$ cat src/rtl/noc_output_ctrl_if.sv
// Router output-port bus: per-VC flit/valid/credit side toward the crossbar,
// registered link side toward the downstream router.
// Optional feature macro (used by noc_output_ctrl): NOC_OUTPUT_CTRL_PKT_LOCK_EN.
interface noc_output_ctrl_if #(
    parameter int DATA_WIDTH = 8,
    parameter int NUM_VC     = 2
);
    localparam int VCW = (NUM_VC > 1) ? $clog2(NUM_VC) : 1;

    logic [NUM_VC-1:0]            vc_valid;
    logic [NUM_VC*DATA_WIDTH-1:0] vc_data;
    logic [NUM_VC-1:0]            vc_ready;
    logic [NUM_VC-1:0]            credit_in;
    logic [NUM_VC-1:0]            full_ret;
    logic                         write;
    logic [DATA_WIDTH-1:0]        out_data;
    logic [VCW-1:0]               out_vc;
    logic                         credit_err;

    // Upstream / environment side
    modport master (
        output vc_valid, vc_data, credit_in,
        input  vc_ready, full_ret, write, out_data, out_vc, credit_err
    );

    // Output controller side
    modport slave (
        input  vc_valid, vc_data, credit_in,
        output vc_ready, full_ret, write, out_data, out_vc, credit_err
    );
endinterface

$ cat src/rtl/noc_output_ctrl.sv
// Router output-port controller: round-robin arbitration of NUM_VC virtual
// channels onto one registered link with per-VC credit flow control.
// An all-zero flit is idle and never requested, granted or counted.
// Optional wormhole lock: define NOC_OUTPUT_CTRL_PKT_LOCK_EN. A head flit
// (type 2'b01 in the two MSBs) locks the arbiter to its VC; a tail flit
// (2'b11) releases it in its own grant cycle.
module noc_output_ctrl #(
    parameter int DATA_WIDTH   = 8,
    parameter int NUM_VC       = 2,
    parameter int CREDIT_DEPTH = 4
) (
    input  logic               clk,
    input  logic               rst_n,
    noc_output_ctrl_if.slave   bus
);
    localparam int VCW = (NUM_VC > 1) ? $clog2(NUM_VC) : 1;
    localparam int CW  = $clog2(CREDIT_DEPTH + 1);

    logic [DATA_WIDTH-1:0] flit [NUM_VC];
    logic [NUM_VC-1:0]     req;
    logic                  gnt_found;
    logic [VCW-1:0]        gnt_idx;
    logic [NUM_VC-1:0]     gnt_oh;
    logic [DATA_WIDTH-1:0] sel_flit;

    logic [CW-1:0]         credit_q [NUM_VC];
    logic [CW-1:0]         credit_d [NUM_VC];
    logic [VCW-1:0]        rr_ptr_q, rr_ptr_d;
    logic                  write_q, write_d;
    logic [DATA_WIDTH-1:0] out_data_q, out_data_d;
    logic [VCW-1:0]        out_vc_q, out_vc_d;
    logic                  credit_err_q, credit_err_d;

`ifdef NOC_OUTPUT_CTRL_PKT_LOCK_EN
    localparam logic [1:0] FT_HEAD = 2'b01;
    localparam logic [1:0] FT_TAIL = 2'b11;
    logic                  lock_q, lock_d;
    logic [VCW-1:0]        lock_vc_q, lock_vc_d;
`endif

    // Slice the packed flit bus into per-VC flits
    always_comb begin
        for (int i = 0; i < NUM_VC; i++) begin
            flit[i] = bus.vc_data[i*DATA_WIDTH +: DATA_WIDTH];
        end
    end

    // A VC requests when it holds a non-idle flit and has downstream space
    always_comb begin
        req = '0;
        for (int i = 0; i < NUM_VC; i++) begin
            req[i] = bus.vc_valid[i] && (flit[i] != '0) && (credit_q[i] != '0);
`ifdef NOC_OUTPUT_CTRL_PKT_LOCK_EN
            if (lock_q && (VCW'(i) != lock_vc_q)) begin
                req[i] = 1'b0;
            end
`endif
        end
    end

    // Round-robin search starting at rr_ptr, wrapping past the last VC
    always_comb begin
        gnt_found = 1'b0;
        gnt_idx   = '0;
        for (int k = 0; k < NUM_VC; k++) begin
            if (!gnt_found && req[(int'(rr_ptr_q) + k) % NUM_VC]) begin
                gnt_found = 1'b1;
                gnt_idx   = VCW'((int'(rr_ptr_q) + k) % NUM_VC);
            end
        end
        gnt_oh   = gnt_found ? (NUM_VC'(1) << gnt_idx) : '0;
        sel_flit = flit[gnt_idx];
    end

    // Next link register, pointer, credit and lock state
    always_comb begin
        write_d      = gnt_found;
        out_data_d   = out_data_q;
        out_vc_d     = out_vc_q;
        rr_ptr_d     = rr_ptr_q;
        credit_err_d = credit_err_q;
        credit_d     = credit_q;
        if (gnt_found) begin
            out_data_d = sel_flit;
            out_vc_d   = gnt_idx;
            rr_ptr_d   = VCW'((int'(gnt_idx) + 1) % NUM_VC);
        end
        for (int i = 0; i < NUM_VC; i++) begin
            case ({gnt_oh[i], bus.credit_in[i]})
                2'b10: credit_d[i] = credit_q[i] - CW'(1);
                2'b01: begin
                    // Returning a credit that was never taken: saturate and flag
                    if (credit_q[i] == CW'(CREDIT_DEPTH)) begin
                        credit_err_d = 1'b1;
                    end else begin
                        credit_d[i] = credit_q[i] + CW'(1);
                    end
                end
                default: ;
            endcase
        end
`ifdef NOC_OUTPUT_CTRL_PKT_LOCK_EN
        lock_d    = lock_q;
        lock_vc_d = lock_vc_q;
        if (gnt_found) begin
            if (sel_flit[DATA_WIDTH-1 -: 2] == FT_HEAD) begin
                lock_d    = 1'b1;
                lock_vc_d = gnt_idx;
            end else if (sel_flit[DATA_WIDTH-1 -: 2] == FT_TAIL) begin
                lock_d = 1'b0;
            end
        end
`endif
    end

    // State registers; reset drops any in-flight link flit
    always_ff @(posedge clk or negedge rst_n) begin
        if (!rst_n) begin
            write_q      <= 1'b0;
            out_data_q   <= '0;
            out_vc_q     <= '0;
            rr_ptr_q     <= '0;
            credit_err_q <= 1'b0;
            for (int i = 0; i < NUM_VC; i++) begin
                credit_q[i] <= CW'(CREDIT_DEPTH);
            end
`ifdef NOC_OUTPUT_CTRL_PKT_LOCK_EN
            lock_q    <= 1'b0;
            lock_vc_q <= '0;
`endif
        end else begin
            write_q      <= write_d;
            out_data_q   <= out_data_d;
            out_vc_q     <= out_vc_d;
            rr_ptr_q     <= rr_ptr_d;
            credit_err_q <= credit_err_d;
            credit_q     <= credit_d;
`ifdef NOC_OUTPUT_CTRL_PKT_LOCK_EN
            lock_q    <= lock_d;
            lock_vc_q <= lock_vc_d;
`endif
        end
    end

    // Downstream-full flags straight from the credit counters
    always_comb begin
        for (int i = 0; i < NUM_VC; i++) begin
            bus.full_ret[i] = (credit_q[i] == '0);
        end
    end

    assign bus.vc_ready   = gnt_oh;
    assign bus.write      = write_q;
    assign bus.out_data   = out_data_q;
    assign bus.out_vc     = out_vc_q;
    assign bus.credit_err = credit_err_q;

endmodule

$ cat src/flat_wrapper.sv
// flat-port wrapper written by rule: the top's interface ports become plain ports
module noc_output_ctrl_flat 
#(
    parameter int DATA_WIDTH   = 8,
    parameter int NUM_VC       = 2,
    parameter int CREDIT_DEPTH = 4
)
  (clk, rst_n, bus_vc_valid, bus_vc_data, bus_credit_in, bus_vc_ready, bus_full_ret, bus_write, bus_out_data, bus_out_vc, bus_credit_err);
  noc_output_ctrl_if #(.DATA_WIDTH(DATA_WIDTH), .NUM_VC(NUM_VC)) bus_i ();
  input  logic clk;
  input  logic rst_n;
  input wire logic [$bits(bus_i.vc_valid)-1:0] bus_vc_valid;
  input wire logic [$bits(bus_i.vc_data)-1:0] bus_vc_data;
  input wire logic [$bits(bus_i.credit_in)-1:0] bus_credit_in;
  output wire logic [$bits(bus_i.vc_ready)-1:0] bus_vc_ready;
  output wire logic [$bits(bus_i.full_ret)-1:0] bus_full_ret;
  output wire logic [$bits(bus_i.write)-1:0] bus_write;
  output wire logic [$bits(bus_i.out_data)-1:0] bus_out_data;
  output wire logic [$bits(bus_i.out_vc)-1:0] bus_out_vc;
  output wire logic [$bits(bus_i.credit_err)-1:0] bus_credit_err;
  assign bus_i.vc_valid = bus_vc_valid;
  assign bus_i.vc_data = bus_vc_data;
  assign bus_i.credit_in = bus_credit_in;
  assign bus_vc_ready = bus_i.vc_ready;
  assign bus_full_ret = bus_i.full_ret;
  assign bus_write = bus_i.write;
  assign bus_out_data = bus_i.out_data;
  assign bus_out_vc = bus_i.out_vc;
  assign bus_credit_err = bus_i.credit_err;
  noc_output_ctrl #(.DATA_WIDTH(DATA_WIDTH), .NUM_VC(NUM_VC), .CREDIT_DEPTH(CREDIT_DEPTH)) u_core (.clk(clk), .rst_n(rst_n), .bus(bus_i));
endmodule
$ cat config.mk
export PLATFORM = sky130hd
export DESIGN_NAME = noc_output_ctrl_flat
export DESIGN_NICKNAME = d
export VERILOG_FILES = /design/src/rtl/noc_output_ctrl_if.sv /design/src/rtl/noc_output_ctrl.sv /design/src/flat_wrapper.sv
export SDC_FILE = /design/constraint.sdc
export NUM_CORES = 1
export LEC_CHECK = 0
export ABC_CLOCK_PERIOD_IN_PS = 6200
export CAP_MARGIN = 10
export CORE_ASPECT_RATIO = 0.9
export CORE_MARGIN = 4
export CORE_UTILIZATION = 45
export DETAILED_ROUTE_END_ITERATION = 8
export PLACE_DENSITY = 0.82
export SLEW_MARGIN = 15
export SYNTH_ARGS = -nofsm -noshare
export SYNTH_HDL_FRONTEND = slang
export SYNTH_SLANG_ARGS = --single-unit
export TNS_END_PERCENT = 30
$ cat constraint.sdc
create_clock -name clk -period 6.2 [get_ports clk]
set_input_delay 1.24 -clock clk [delete_from_list [all_inputs] [get_ports clk]]
set_output_delay 1.24 -clock clk [all_outputs]
set_load 0.02 [all_outputs]
==> qor.yml, run 1 <==
regToRegSetupSlack_ps: 3380
finalSetupViolCount: 0
final_area_sq_um: 1460
hpwlAfterDp_mm: 2.04
total_power_mw: 0.620
yosys.area.top_type: "dfrtp_1"
slowest_stage: "clkdlybuf4s50_1"
use_met3_pct: 5.52
finalCritPeriodShare_pct: 77.8
ctsResizeCount: 0
worstReg2RegEnd: "u_core.credit_q[4]"
synth-warning-count: 0
syn2layout_area_growth_pct: 36.9
vias_per_cell: 5.67
fin_nets: 171
critPathMaxFanout: 18
syn_area_sq_um: 1060
drt-total-wl_mm: 2.57
cts_buffer_depth: 2
synth_seq_cells: 18
synth.distinct_cells: 35
core_area_sq_um: 2220
final_common_cell: "clkdlybuf4s50_1"
dp.cells: 169
yosysTopAreaCellShare_pct: 37.6
fmax_ghz: 0.207
first_global_vias: 947
crit_arrival_ps: 3580
initial_utilization_pct: 47.9
critPathTopFamily: "buffers and inverters"
seq_power_share_pct: 36.5
rsz0062_at_grt: "no"
crit_buf_inv: 2
clockPowerShare_pct: 9.3
grt-ovfl-total: 0
first_iter_violations: 14
cp_num_cells: 5
synth_nets: 133
post_drt_wl_per_cell_um: 15.0
seq_area_frac_synth_pct: 42.5
hold_viol: 0
die_x_um: 59.3
critPathLaunchType: "primary input"
maxCapViolations: 0
dpl_cell_area_sq_um: 1440
grt_busiest_layer: "met2"
synth_area_leaders: "dfrtp_1 (38%), a22oi_1 (7.8%), nand2_1 (6.3%)"
syn_area_per_cell_sq_um: 9.77
path_cells: "clkdlybuf4s50_1, nor4_1, a211o_4, o21ba_1, clkdlybuf4s50_1"
ant_nets: 0
crit_top_cell: "clkdlybuf4s50_1"
maxSlewViolCount: 0
cts_tree: "yes"
p_int_mw: 0.360
antennaDiodeCount: 0
clk_pin_slew_ps: 90
netlist_instances: 109
gp_congestion: 0.830
insertion_delay_ps: 290
crit_end: "bus_vc_ready[0]"
numCtsBuffers: 3
post-route-util_pct: 65.6
power_density_nw_per_um2: 426
final_cell_mix: "clkdlybuf4s50_1 (36), nand2_1 (18), dfrtp_1 (16), a22oi_1 (11), inv_1 (9)"
grt_util_all_layers_pct: 18.2
instances_no_fill: 172
finalClockSkew_ps: 4.55
dp_slack_ps: 1400
worst_slew_pin_slew_ps: 818
grt_pass1_wl_mm: 4.37
relSlewSlack_pct: 45.3
layout-drive-gt1-share_pct: 11.0
hold_path.class: "flop to flop"
p_leak_nw: 0.623
cts-root-buf: "clkbuf_4"
use_met2_pct: 32.7
die_y_um: 54.1
fin_ws_ps: 1380
die-area_sq_um: 3210
finalSetupTns_ps: 0
timing_worst_setup_path_type: "primary input to primary output"
rows: 16
post-cts-setup-buffers: 0
cpPeakStageDelay_ps: 730
crit_path_end_kind: "primary output"
p_sw_share_pct: 42.0
vias: 975
grt_max_degree: 19
drcViolationCount: 0
met1_usage_pct: 21.4
cts_htree_levels: 1
antenna_found_initial: 0
fin_crit_ps: 4820
io_pins: 37
startpoint: "bus_vc_data[9]"
comb_power_share_pct: 54.2
power.switching_mw: 0.260
worstPathRequired_ps: 4960
cts_hold_buf: 0
r2r-start: "u_core.credit_q[5]"
cts_sinks: 18
reg2reg_depth: 8
hold_ws_ps: 485
dr.pass1.iters: 4
status: "completed"
vdd_drop_max_v: 0.000331
portBuffers: 36
## flip-flops by register name (all words and copies together) (netlist names)
| signal | cells |
|---|---|
| u_core.bus.out_data | 8 |
| u_core.credit_q | 6 |
| u_core.bus.credit_err | 1 |
| u_core.bus.out_vc | 1 |
| u_core.bus.write | 1 |
| u_core.rr_ptr_q | 1 |
## power by group through the flow
stage          Sequential, mW  Clock, mW  Combinational, mW
4_1_cts                 0.227     0.0593              0.339
6_report                0.227     0.0576              0.336
2_1_floorplan           0.252          0              0.187
5_1_grt                 0.238     0.0663              0.370
3_5_place_dp            0.229          0              0.336
3_3_place_gp            0.226          0              0.328
## worst reg2reg max path, delay by kind of cell (launching register included)
family	cells	cell delay [ps]
flip-flops	1	590
adder cells (fa/ha/maj)	1	440
AO/OA/AOI/OAI	4	1050
multiplexers	1	270
AND/OR/NAND/NOR	2	330
## per-layer routing
metal / vias up / share of wire, %
met3: 4 / 6.7
li1: 467 / -
met5: - / 0
met2: 31 / 51
met4: 0 / 0.39
met1: 473 / 42
## synth_stat cells, drive strengths merged
cell type,instances
nor4,5
inv,11
clkbuf,1
nand2b,1
fa,2
and2,1
o2bb2ai,3
xnor2,2
mux2i,1
nor3,2
a211o,2
a22oi,11
o211ai,3
dfrtp,16
o221ai,1
buf,3
o21ai,5
a21o,3
o21bai,1
a211oi,1
o31ai,1
a21oi,4
mux2,2
dfstp,2
nand3b,1
nand2,18
nor2,3
or3,2
o21ba,1
## how the worst min path moves through the flow
stage | cells past startpoint | to | startpoint | slack [ps]
2_1_floorplan | 1 | u_core.rr_ptr_q | u_core.rr_ptr_q | 490
3_3_place_gp | 1 | u_core.bus.out_vc | u_core.bus.out_vc | 460
3_5_place_dp | 2 | u_core.bus.credit_err | u_core.bus.credit_err | 470
4_1_cts | 2 | u_core.bus.credit_err | u_core.bus.credit_err | 500
5_1_grt | 2 | u_core.bus.out_data[4] | u_core.bus.out_data[4] | 530
6_report | 2 | u_core.bus.credit_err | u_core.bus.credit_err | 490
## final cells by class
type	instances	area, sq um
multi-input cells	76	539
flip-flops and latches	18	453
fillers	193	764
well taps	27	33.8
clock buffers	3	22.5
repair buffers	37	368
inverters	11	41.3
## logic make-up after synthesis
kind of cell               after synthesis  share of synthesized area [%]
muxes                                    3                           3.06
AOI/OAI and AO/OA                       36                           25.5
and+or+nand+nor                         33                           16.7
xor gates and xnor gates                 2                           1.65
adders and majority gates                2                           3.76
DFF                                     18                           42.5
buffers and inverters                   15                           6.81
No activity file was read; power rests on OpenSTA's default activity.
==> run 2, diff against run 1 <==
--- a/config.mk
+++ b/config.mk
@@ -5,13 +5,13 @@
 export SDC_FILE = /design/constraint.sdc
 export NUM_CORES = 1
 export LEC_CHECK = 0
-export ABC_CLOCK_PERIOD_IN_PS = 6200
+export ABC_CLOCK_PERIOD_IN_PS = 4500
 export CAP_MARGIN = 10
 export CORE_ASPECT_RATIO = 0.9
 export CORE_MARGIN = 4
-export CORE_UTILIZATION = 45
+export CORE_UTILIZATION = 44
 export DETAILED_ROUTE_END_ITERATION = 8
-export PLACE_DENSITY = 0.82
+export PLACE_DENSITY = 0.8
 export SLEW_MARGIN = 15
 export SYNTH_ARGS = -nofsm -noshare
 export SYNTH_HDL_FRONTEND = slang
==> constraint.sdc (replaced) <==
create_clock -name clk -period 4.5 [get_ports clk]
set_input_delay 0.9 -clock clk [delete_from_list [all_inputs] [get_ports clk]]
set_output_delay 0.9 -clock clk [all_outputs]
set_load 0.02 [all_outputs]
==> qor.yml, run 2 (synthesized netlist as in run 1, its figures left out) <==
gp_congestion: 0.856  # +3.1%
slowest_stage: "clkdlybuf4s50_1"
crit_arrival_ps: 2730  # -850 ps
hold_viol: 0  # unchanged
critPathMaxFanout: 7  # -11
initial_utilization_pct: 47.5  # -0.43 points
maxSlewViolCount: 0  # unchanged
first_global_vias: 1026  # +8.3%
cts_hold_buf: 0  # unchanged
maxCapViolations: 0  # unchanged
vias_per_cell: 5.55  # -2.2%
fin_nets: 172  # +0.58%
crit_path_end_kind: "primary output"
instances_no_fill: 174  # +1.2%
drcViolationCount: 0  # unchanged
post-cts-setup-buffers: 0  # unchanged
clk_pin_slew_ps: 100  # about the same
power_density_nw_per_um2: 593  # +39%
layout-drive-gt1-share_pct: 11.6  # +0.53 points
cts_sinks: 18  # unchanged
multiInputGateArea_sq_um: 539  # unchanged
finalClockSkew_ps: 1.85  # -2.70 ps
fmax_ghz: 0.275
vias: 965  # -1.0%
core_area_sq_um: 2240  # +0.90%
grt_pass1_wl_mm: 4.55  # +4.3%
die-area_sq_um: 3270  # +2.0%
largest_reg_flops: 8  # unchanged
vdd_drop_max_v: 0.000364  # +10%
seq_power_share_pct: 36.1  # -0.4 points
portBuffers: 36  # unchanged
nFillCells: 195  # +1.0%
fin_ws_ps: 866  # -513 ps
io_pins: 37  # unchanged
ctsResizeCount: 0  # unchanged
rsz0062_at_grt: "no"
syn2layout_area_growth_pct: 38.0
post_drt_wl_per_cell_um: 15.5  # +3.7%
timing_worst_setup_path_type: "primary input to primary output"
dr.pass1.iters: 4  # unchanged
comb_power_share_pct: 53.9  # -0.3 points
grt_util_all_layers_pct: 18.6  # +0.40 points
first_iter_violations: 17  # +3
worst_slew_pin_slew_ps: 800  # -17.6 ps
crit_buf_inv: 2  # unchanged
final_area_sq_um: 1470  # +0.77%
grt-ovfl-total: 0  # unchanged
drt-total-wl_mm: 2.70  # +4.9%
hold_path.class: "flop to flop"
status: "completed"
total_power_mw: 0.871  # +40%
die_x_um: 59.9  # +0.98%
final_cell_mix: "clkdlybuf4s50_1 (36), nand2_1 (18), dfrtp_1 (16), a22oi_1 (11), inv_1 (9)"
critPathTopFamily: "buffers and inverters"
numCtsBuffers: 3  # unchanged
dp.cells: 170  # +0.59%
seqCellArea_sq_um: 453  # unchanged
p_int_mw: 0.504  # +40%
antennaDiodeCount: 0  # unchanged
cpPeakStageDelay_ps: 610  # -120 ps
insertion_delay_ps: 300  # about the same
cts_tree: "yes"
grt_max_degree: 19  # unchanged
critPathLaunchType: "primary input"
path_cells: "clkdlybuf4s50_1, nor4_1, a211o_4, o21ba_1, clkdlybuf4s50_1"
fin_crit_ps: 3630
hpwlAfterDp_mm: 2.11  # +3.2%
clockPowerShare_pct: 10.0  # +0.7 points
final_common_cell: "clkdlybuf4s50_1"
worstPathRequired_ps: 3600  # -1360 ps
dp_slack_ps: 853  # -542 ps
finalSetupTns_ps: 0  # unchanged
ant_nets: 0  # unchanged
cts-root-buf: "clkbuf_4"
cts_buffer_depth: 2  # unchanged
p_sw_share_pct: 42.1  # +0.15 points
dpl_cell_area_sq_um: 1440  # +0.52%
cts_htree_levels: 1  # unchanged
finalSetupViolCount: 0  # unchanged
die_y_um: 54.7  # +0.97%
rows: 16  # unchanged
finalCritPeriodShare_pct: 80.8
crit_top_cell: "clkdlybuf4s50_1"
p_leak_nw: 0.630  # +0.99%
power.switching_mw: 0.367  # +41%
antenna_found_initial: 0  # unchanged
relSlewSlack_pct: 46.5  # +1.2 points
-- run 2: worst min-delay path, delay by kind of cell, from the launching register on --
kind	cells	cell delay, ps
buffers and inverters	1	40
DFF	1	360
AOI/OAI and AO/OA	1	60
-- run 2: metal layers --
layer	GRT usage [%]	part of all wire [%]	up-vias
met4	7.01	2.1	0
met1	21.6	43	464
met5	0	0	-
met2	32.0	48	25
met3	5.90	6.9	7
li1	-	-	469
-- run 2: cell type report --
class | instances | area share [%]
clock buffer | 4 | 1.79
sequential | 18 | 30.8
tap | 27 | 2.30
timing repair buffer | 38 | 25.6
multi-input combinational | 76 | 36.7
inverter | 11 | 2.81
-- run 2: worst paths after layout --
check	startpoint	end	slack, ps	cells past startpoint
hold / removal	u_core.bus.credit_err	u_core.bus.credit_err	490	2
setup / recovery	bus_vc_data[9]	bus_vc_ready[0]	870	5
min in group asynchronous	rst_n	u_core.bus.out_data[2]	1050	1
hold reg to reg	u_core.bus.credit_err	u_core.bus.credit_err	490	2
setup reg to reg	u_core.credit_q[3]	u_core.credit_q[4]	1920	9
max in group asynchronous	rst_n	u_core.credit_q[3]	2960	1
-- run 2: stage by stage --
step           utilization [%]  hold WS, ps
3_5_place_dp              64.3          480
5_1_grt                   65.5          524
3_3_place_gp              64.3          466
6_report                  65.5          495
4_1_cts                   65.5          505
2_1_floorplan                -          493
-- run 2: power by group through the flow --
stage	clock network [mW]	registers [mW]	logic, mW
detailed placement	0	0.317	0.469
global route	0.0929	0.326	0.516
floorplan	0	0.347	0.258
finish	0.0873	0.314	0.469
CTS	0.0880	0.313	0.474
global placement	0	0.312	0.454
